--- src/rtl/pkt_pkg.sv ---
// Shared definitions for the stream packer: control word layout and packer state.
package pkt_pkg;

  localparam int CTRL_WIDTH      = 32;
  localparam int CTL_FIELD_W     = 8;
  localparam int SRC_PORT_LSB    = 24;
  localparam int DST_PORT_LSB    = 16;
  localparam int PCIE_PORT_LSB   = 8;
  localparam int NEXT_OUTPUT_LSB = 0;

  typedef enum logic {
    COLLECT = 1'b0,
    DISCARD = 1'b1
  } state_t;

endpackage

--- src/rtl/stream_packer_if.sv ---
// Beat-in / word-out bundle of the stream packer; master drives beats, slave is the packer.
interface stream_packer_if
  import pkt_pkg::*;
#(
  parameter int IN_WIDTH   = 8,
  parameter int DATA_WIDTH = 480,
  parameter int CTRL_WIDTH = pkt_pkg::CTRL_WIDTH,
  parameter int CNT_W      = $clog2(DATA_WIDTH / IN_WIDTH + 1)
);
  logic [IN_WIDTH-1:0]   in_data;
  logic                  in_valid;
  logic                  in_last;
  logic                  in_ready;
  logic [CTRL_WIDTH-1:0] cfg_ctl;
  logic                  out_wr;
  logic                  out_ready;
  logic [DATA_WIDTH-1:0] out_data;
  logic [CTRL_WIDTH-1:0] out_ctl;
  logic                  out_sop;
  logic                  out_eop;
  logic [CNT_W-1:0]      out_bytes;
  logic                  out_trunc;
  logic [31:0]           pkt_cnt;

  modport master (
    output in_data, in_valid, in_last, cfg_ctl, out_ready,
    input  in_ready, out_wr, out_data, out_ctl, out_sop, out_eop, out_bytes, out_trunc, pkt_cnt
  );

  modport slave (
    input  in_data, in_valid, in_last, cfg_ctl, out_ready,
    output in_ready, out_wr, out_data, out_ctl, out_sop, out_eop, out_bytes, out_trunc, pkt_cnt
  );
endinterface

--- src/rtl/packer_out_reg.sv ---
// Output holding register: loads a finished word, holds it under backpressure, counts packets.
module packer_out_reg #(
  parameter int DATA_WIDTH = 480,
  parameter int CTRL_WIDTH = 32,
  parameter int CNT_W      = 6
) (
  input  logic                  clk,
  input  logic                  rst,
  input  logic                  load,
  input  logic [DATA_WIDTH-1:0] load_data,
  input  logic [CTRL_WIDTH-1:0] load_ctl,
  input  logic                  load_sop,
  input  logic                  load_eop,
  input  logic [CNT_W-1:0]      load_bytes,
  input  logic                  load_trunc,
  input  logic                  out_ready,
  output logic                  out_free,
  output logic                  out_wr,
  output logic [DATA_WIDTH-1:0] out_data,
  output logic [CTRL_WIDTH-1:0] out_ctl,
  output logic                  out_sop,
  output logic                  out_eop,
  output logic [CNT_W-1:0]      out_bytes,
  output logic                  out_trunc,
  output logic [31:0]           pkt_cnt
);
  logic handshake;

  assign handshake = out_wr && out_ready;
  assign out_free  = !out_wr || out_ready;

  always_ff @(posedge clk or negedge rst) begin
    if (!rst) begin
      out_wr    <= 1'b0;
      out_data  <= '0;
      out_ctl   <= '0;
      out_sop   <= 1'b0;
      out_eop   <= 1'b0;
      out_bytes <= '0;
      out_trunc <= 1'b0;
      pkt_cnt   <= '0;
    end else begin
      // A reload in the handshake cycle keeps out_wr high, so words stream without bubbles.
      if (load) begin
        out_wr    <= 1'b1;
        out_data  <= load_data;
        out_ctl   <= load_ctl;
        out_sop   <= load_sop;
        out_eop   <= load_eop;
        out_bytes <= load_bytes;
        out_trunc <= load_trunc;
      end else if (handshake) begin
        out_wr <= 1'b0;
      end
      if (handshake && out_eop) begin
        pkt_cnt <= pkt_cnt + 32'd1;
      end
    end
  end
endmodule

--- src/rtl/stream_packer.sv ---
// Narrow-to-wide packer: gathers IN_WIDTH beats into left-aligned DATA_WIDTH words per packet.
module stream_packer
  import pkt_pkg::*;
#(
  parameter int IN_WIDTH   = 8,
  parameter int DATA_WIDTH = 480,
  parameter int CTRL_WIDTH = pkt_pkg::CTRL_WIDTH,
  parameter int MAX_WORDS  = 32
) (
  input logic           clk,
  input logic           rst,
  stream_packer_if.slave bus
);
  localparam int BEATS = DATA_WIDTH / IN_WIDTH;
  localparam int CNT_W = $clog2(BEATS + 1);
  localparam int WC_W  = $clog2(MAX_WORDS + 1);
  localparam int ACC_W = DATA_WIDTH - IN_WIDTH;

  generate
    if ((DATA_WIDTH % IN_WIDTH) != 0 || BEATS < 2) begin : g_width_check
      $error("stream_packer: DATA_WIDTH must be a multiple (>=2) of IN_WIDTH");
    end
  endgenerate

  state_t                state_reg, state_next;
  logic [ACC_W-1:0]      acc_reg;
  logic [CNT_W-1:0]      beat_cnt_reg;
  logic [WC_W-1:0]       word_cnt_reg;
  logic                  in_pkt_reg;
  logic [CTRL_WIDTH-1:0] ctl_reg;

  logic                  out_free;
  logic                  in_ready;
  logic                  completing;
  logic                  last_word;
  logic                  collect_beat;
  logic                  emit;
  logic [DATA_WIDTH-1:0] beat_word;
  logic [DATA_WIDTH-1:0] load_data;
  logic [CTRL_WIDTH-1:0] load_ctl;
  logic                  load_eop;
  logic                  load_trunc;

  assign completing   = (beat_cnt_reg == CNT_W'(BEATS - 1)) || bus.in_last;
  assign last_word    = (word_cnt_reg == WC_W'(MAX_WORDS - 1));
  assign collect_beat = bus.in_valid && in_ready && (state_reg == COLLECT);
  assign emit         = collect_beat && completing;
  assign beat_word    = {acc_reg, bus.in_data};
  // Shift the partial word up so the packet's first beat always sits in the MSBs.
  assign load_data    = beat_word << (IN_WIDTH * (BEATS - 1 - int'(beat_cnt_reg)));
  assign load_ctl     = in_pkt_reg ? ctl_reg : bus.cfg_ctl;
  assign load_eop     = bus.in_last || last_word;
  assign load_trunc   = !bus.in_last && last_word;
  assign bus.in_ready = in_ready;

  always_comb begin
    state_next = state_reg;
    in_ready   = 1'b0;
    case (state_reg)
      COLLECT: begin
        // Only a word-completing beat needs room in the output register.
        in_ready = rst && (!completing || out_free);
        if (emit && load_trunc) begin
          state_next = DISCARD;
        end
      end
      DISCARD: begin
        in_ready = rst;
        if (bus.in_valid && in_ready && bus.in_last) begin
          state_next = COLLECT;
        end
      end
      default: state_next = COLLECT;
    endcase
  end

  always_ff @(posedge clk or negedge rst) begin
    if (!rst) begin
      state_reg    <= COLLECT;
      acc_reg      <= '0;
      beat_cnt_reg <= '0;
      word_cnt_reg <= '0;
      in_pkt_reg   <= 1'b0;
      ctl_reg      <= '0;
    end else begin
      state_reg <= state_next;
      if (collect_beat) begin
        if (!in_pkt_reg) begin
          ctl_reg    <= bus.cfg_ctl;
          in_pkt_reg <= 1'b1;
        end
        if (completing) begin
          acc_reg      <= '0;
          beat_cnt_reg <= '0;
          if (load_eop) begin
            word_cnt_reg <= '0;
            in_pkt_reg   <= 1'b0;
          end else begin
            word_cnt_reg <= word_cnt_reg + WC_W'(1);
          end
        end else begin
          acc_reg      <= beat_word[ACC_W-1:0];
          beat_cnt_reg <= beat_cnt_reg + CNT_W'(1);
        end
      end
    end
  end

  packer_out_reg #(
    .DATA_WIDTH(DATA_WIDTH),
    .CTRL_WIDTH(CTRL_WIDTH),
    .CNT_W     (CNT_W)
  ) u_out_reg (
    .clk       (clk),
    .rst       (rst),
    .load      (emit),
    .load_data (load_data),
    .load_ctl  (load_ctl),
    .load_sop  (word_cnt_reg == '0),
    .load_eop  (load_eop),
    .load_bytes(beat_cnt_reg + CNT_W'(1)),
    .load_trunc(load_trunc),
    .out_ready (bus.out_ready),
    .out_free  (out_free),
    .out_wr    (bus.out_wr),
    .out_data  (bus.out_data),
    .out_ctl   (bus.out_ctl),
    .out_sop   (bus.out_sop),
    .out_eop   (bus.out_eop),
    .out_bytes (bus.out_bytes),
    .out_trunc (bus.out_trunc),
    .pkt_cnt   (bus.pkt_cnt)
  );
endmodule

--- src/flat_wrapper.sv ---
// flat-port wrapper written by rule: the top's interface ports become plain ports
module stream_packer_flat import pkt_pkg::*;
#(
  parameter int IN_WIDTH   = 8,
  parameter int DATA_WIDTH = 480,
  parameter int CTRL_WIDTH = pkt_pkg::CTRL_WIDTH,
  parameter int MAX_WORDS  = 32
)
  (clk, rst, bus_in_data, bus_in_valid, bus_in_last, bus_cfg_ctl, bus_out_ready, bus_in_ready, bus_out_wr, bus_out_data, bus_out_ctl, bus_out_sop, bus_out_eop, bus_out_bytes, bus_out_trunc, bus_pkt_cnt);
  stream_packer_if #(.IN_WIDTH(IN_WIDTH), .DATA_WIDTH(DATA_WIDTH), .CTRL_WIDTH(CTRL_WIDTH)) bus_i ();
  input logic clk;
  input logic rst;
  input wire logic [$bits(bus_i.in_data)-1:0] bus_in_data;
  input wire logic [$bits(bus_i.in_valid)-1:0] bus_in_valid;
  input wire logic [$bits(bus_i.in_last)-1:0] bus_in_last;
  input wire logic [$bits(bus_i.cfg_ctl)-1:0] bus_cfg_ctl;
  input wire logic [$bits(bus_i.out_ready)-1:0] bus_out_ready;
  output wire logic [$bits(bus_i.in_ready)-1:0] bus_in_ready;
  output wire logic [$bits(bus_i.out_wr)-1:0] bus_out_wr;
  output wire logic [$bits(bus_i.out_data)-1:0] bus_out_data;
  output wire logic [$bits(bus_i.out_ctl)-1:0] bus_out_ctl;
  output wire logic [$bits(bus_i.out_sop)-1:0] bus_out_sop;
  output wire logic [$bits(bus_i.out_eop)-1:0] bus_out_eop;
  output wire logic [$bits(bus_i.out_bytes)-1:0] bus_out_bytes;
  output wire logic [$bits(bus_i.out_trunc)-1:0] bus_out_trunc;
  output wire logic [$bits(bus_i.pkt_cnt)-1:0] bus_pkt_cnt;
  assign bus_i.in_data = bus_in_data;
  assign bus_i.in_valid = bus_in_valid;
  assign bus_i.in_last = bus_in_last;
  assign bus_i.cfg_ctl = bus_cfg_ctl;
  assign bus_i.out_ready = bus_out_ready;
  assign bus_in_ready = bus_i.in_ready;
  assign bus_out_wr = bus_i.out_wr;
  assign bus_out_data = bus_i.out_data;
  assign bus_out_ctl = bus_i.out_ctl;
  assign bus_out_sop = bus_i.out_sop;
  assign bus_out_eop = bus_i.out_eop;
  assign bus_out_bytes = bus_i.out_bytes;
  assign bus_out_trunc = bus_i.out_trunc;
  assign bus_pkt_cnt = bus_i.pkt_cnt;
  stream_packer #(.IN_WIDTH(IN_WIDTH), .DATA_WIDTH(DATA_WIDTH), .CTRL_WIDTH(CTRL_WIDTH), .MAX_WORDS(MAX_WORDS)) u_core (.clk(clk), .rst(rst), .bus(bus_i));
endmodule
--- config.mk ---
export PLATFORM = sky130hd
export DESIGN_NAME = stream_packer_flat
export DESIGN_NICKNAME = d
export VERILOG_FILES = /design/src/rtl/pkt_pkg.sv /design/src/rtl/stream_packer_if.sv /design/src/rtl/packer_out_reg.sv /design/src/rtl/stream_packer.sv /design/src/flat_wrapper.sv
export SDC_FILE = /design/constraint.sdc
export NUM_CORES = 2
export LEC_CHECK = 0
export CAP_MARGIN = 20
export CORE_UTILIZATION = 46
export DETAILED_ROUTE_END_ITERATION = 6
export PLACE_DENSITY_LB_ADDON = 0.15
export SLEW_MARGIN = 15
export SYNTH_ARGS = -nofsm -noshare
export SYNTH_HDL_FRONTEND = slang
export SYNTH_HIERARCHICAL = 1
export SYNTH_SLANG_ARGS = --single-unit
--- constraint.sdc ---
create_clock -name clk -period 5.9 [get_ports clk]
set_input_delay 0.59 -clock clk [delete_from_list [all_inputs] [get_ports clk]]
set_output_delay 0.59 -clock clk [all_outputs]
set_load 0.01 [all_outputs]
==> out/results.ini <==
[outcome]
outcome = finished with violations
violations = design-rule violations

[cells_and_area]
register_area_sq_um = 26800
fin_util_pct = 54.7
multi_input_area_sq_um = 42900
drive_gt1_share_pct = 22.4
nFillCells = 14100
largest_register_ffs = 480
final_area_sq_um = 85600
layout.cells.non_filler = 10300
fin_nets = 8118
syn2layout_area_growth_pct = 17.7

[global_route]
grtUsageMet1_pct = 64.1
grt-busiest-layer = met2
grt_max_degree = 252
global_route.usage.met2_pct = 67.2
overflow = 0
grt_pass1_vias = 64800
track_usage_pct = 51.0
grt_util_met3_pct = 24.7
grt_pass1_wl_um = 558000
antenna_found_initial = 68

[setup_path]
crit_path_end_kind = register
ff2ff_setup_slack_ns = 0.58
start_kind = register
cp-startpoint = u_core/beat_cnt_reg[3]$_DFFE_PN0N_
cp.arrival_ns = 6.00
r2r_start = u_core/beat_cnt_reg[3]$_DFFE_PN0N_
cp-endpoint = u_core/u_out_reg/out_data[418]$_DFFE_PN0P_
reg2reg_depth = 9
critPathKind = reg2reg
regToRegEndpoint = u_core/u_out_reg/out_data[418]$_DFFE_PN0P_
cp.required_ns = 6.57
crit_fanout = 100

[synth]
synth_area_sq_um = 72800
synth_commonest_cells = nand2_1 (1476), dfrtp_1 (1072), mux2_2 (887)
synth_top_area_share_pct = 36.9
synth-edff-count = 0
yosys-top-cells-area = dfrtp_1 (37%), mux2_2 (14%), mux4_2 (9.3%)
ys_types = 79
syn_nets = 7806
synthCells = 7754
synth_most_common_cell = nand2_1
async_flop_share_pct = 100
postSynth.topFlopCell = dfrtp_1
avgSynthCellArea_sq_um = 9.38
synth_seq_cells = 1072
yosysSeqAreaShare_pct = 36.9
synth_top_cell_by_area = dfrtp_1
synth_warnings = 6

[placement]
place_area_sq_um = 81300
io_buffers = 599
gp_congestion = 1.15
dp.cells = 9998
place_hpwl_um = 313000

[power]
ir_drop_v = 0.000440
p_leak_nw = 33.9
p_total_w = 0.0264
powerDensity_nw_per_um2 = 308

[timing]
fmax_ghz = 0.188
relSlewSlack_pct = 5.61
fin_skew_ns = 0.0435
worst_pin_slew_ns = 1.41
finalSetupViolCount = 0
rsz0062_at_grt = no
finalHoldViolations = 0
finalCriticalPeriod_ns = 5.32
setup-tns-final_ns = 0
drv_slew = 0
period_share_pct = 90.2

[clocking]
clockRootBuffer = clkbuf_16
cts_tree = built
cts.repair.resized = 0
clock_sinks = 1072
numCtsBuffers = 120
htreeDepth = 3
post_cts_buffers = 0
clk_pin_slew_worst_paths_ns = 0.06
hold_buffers = 1
clockBufferDepth = 3
clk_latency_ns = 0.81

[die]
core_sq_um = 157000
start_util_pct = 46.5
die_area_sq_um = 160000
io_pins = 600
die_w_um = 400
dieHeight_um = 400
core.rowCount = 145

[routing]
wirelength_um = 416000
route.vias.total = 71200
drt_pass1_iterations = 7
drcViolationCount = 18
wire_per_inst_um = 40.5
dr.first_iter.drc_count = 11900
postRouteAntennaNets = 0
vias_per_cell = 6.95

[worst_hold_path]
min_path_type = in2async

[flow_run]
drv_cap = 0

-- power breakdown --
part	switching, W	internal (W)	leakage (nW)	total (W)
sequential	0.000530	0.00779	14.8	0.00832
clock	0.00346	0.00450	1.99	0.00795
combinational	0.00676	0.00331	17.1	0.0101
-- stage by stage --
| step | worst slack [ns] | hold WS (ns) |
|---|---|---|
| floorplan | 1.90 | 0.294 |
| global placement | 0.980 | 0.459 |
| detailed placement | 0.943 | 0.465 |
| CTS | 0.899 | 0.318 |
| global route | 0.720 | 0.342 |
| finish | 0.578 | 0.315 |
-- cell families after synthesis --
family / share of synthesized area (%)
compound gates: 14.1
fa+ha+maj: 0.120
flops: 36.9
simple gates: 16.1
xor+xnor: 0.445
mux: 27.7
buf+inv: 4.63
-- cell usage in the layout, fill, tap and decap left out, types with 63 or more instances in the layout --
| master | instances |
|---|---|
| a21oi_1 | 197 |
| mux4_2 | 300 |
| clkbuf_16 | 121 |
| a22oi_1 | 164 |
| and2_1 | 174 |
| o221ai_1 | 79 |
| nor3_1 | 150 |
| nor2_1 | 564 |
| nand3_1 | 148 |
| buf_4 | 268 |
| nand2_1 | 1476 |
| mux2_2 | 887 |
| mux2i_1 | 324 |
| clkdlybuf4s50_1 | 598 |
| dfrtp_1 | 1069 |
| o22ai_1 | 132 |
| o21ai_0 | 637 |
| or2_2 | 63 |
-- worst max-delay path: stages, from the launching register on --
cell and delay [ns]:
dfrtp_1 0.61, ha_1 0.76, nand3_4 0.66, buf_12 0.45, nand2_1 0.50, o22ai_1 0.26
buf_4 0.27, a21oi_1 0.81, o221ai_1 0.37, mux2_2 0.37
-- metal layers --
| layer | vias to the layer above | routed length (um) |
|---|---|---|
| li1 | 28800 | - |
| met1 | 35500 | 153000 |
| met2 | 5569 | 161000 |
| met3 | 1398 | 63800 |
| met4 | 60 | 37300 |
| met5 | - | 532 |
-- worst min-delay path by stage --
| stage | end | slack (ns) | cells past startpoint |
|---|---|---|---|
| floorplan | u_core/acc_reg[0]$_DFFE_PN0N_ | 0.29 | 0 |
| global placement | u_core/acc_reg[471]$_DFFE_PN0N_ | 0.46 | 2 |
| detailed placement | u_core/acc_reg[471]$_DFFE_PN0N_ | 0.47 | 2 |
| CTS | u_core/u_out_reg/out_data[307]$_DFFE_PN0P_ | 0.32 | 2 |
| global route | u_core/u_out_reg/out_data[307]$_DFFE_PN0P_ | 0.34 | 2 |
| finish | u_core/u_out_reg/out_data[250]$_DFFE_PN0P_ | 0.32 | 2 |
-- area by class of cell --
class                      instances  area share [%]
antenna                           28          0.0818
clock buffer                     171            4.04
clock inverter                    54           0.804
inverter                          23           0.124
multi-input combinational       5930            50.1
sequential                      1072            31.3
tap                             2058            3.01
timing repair buffer             919            10.5
(Power assumes the default switching activity.)
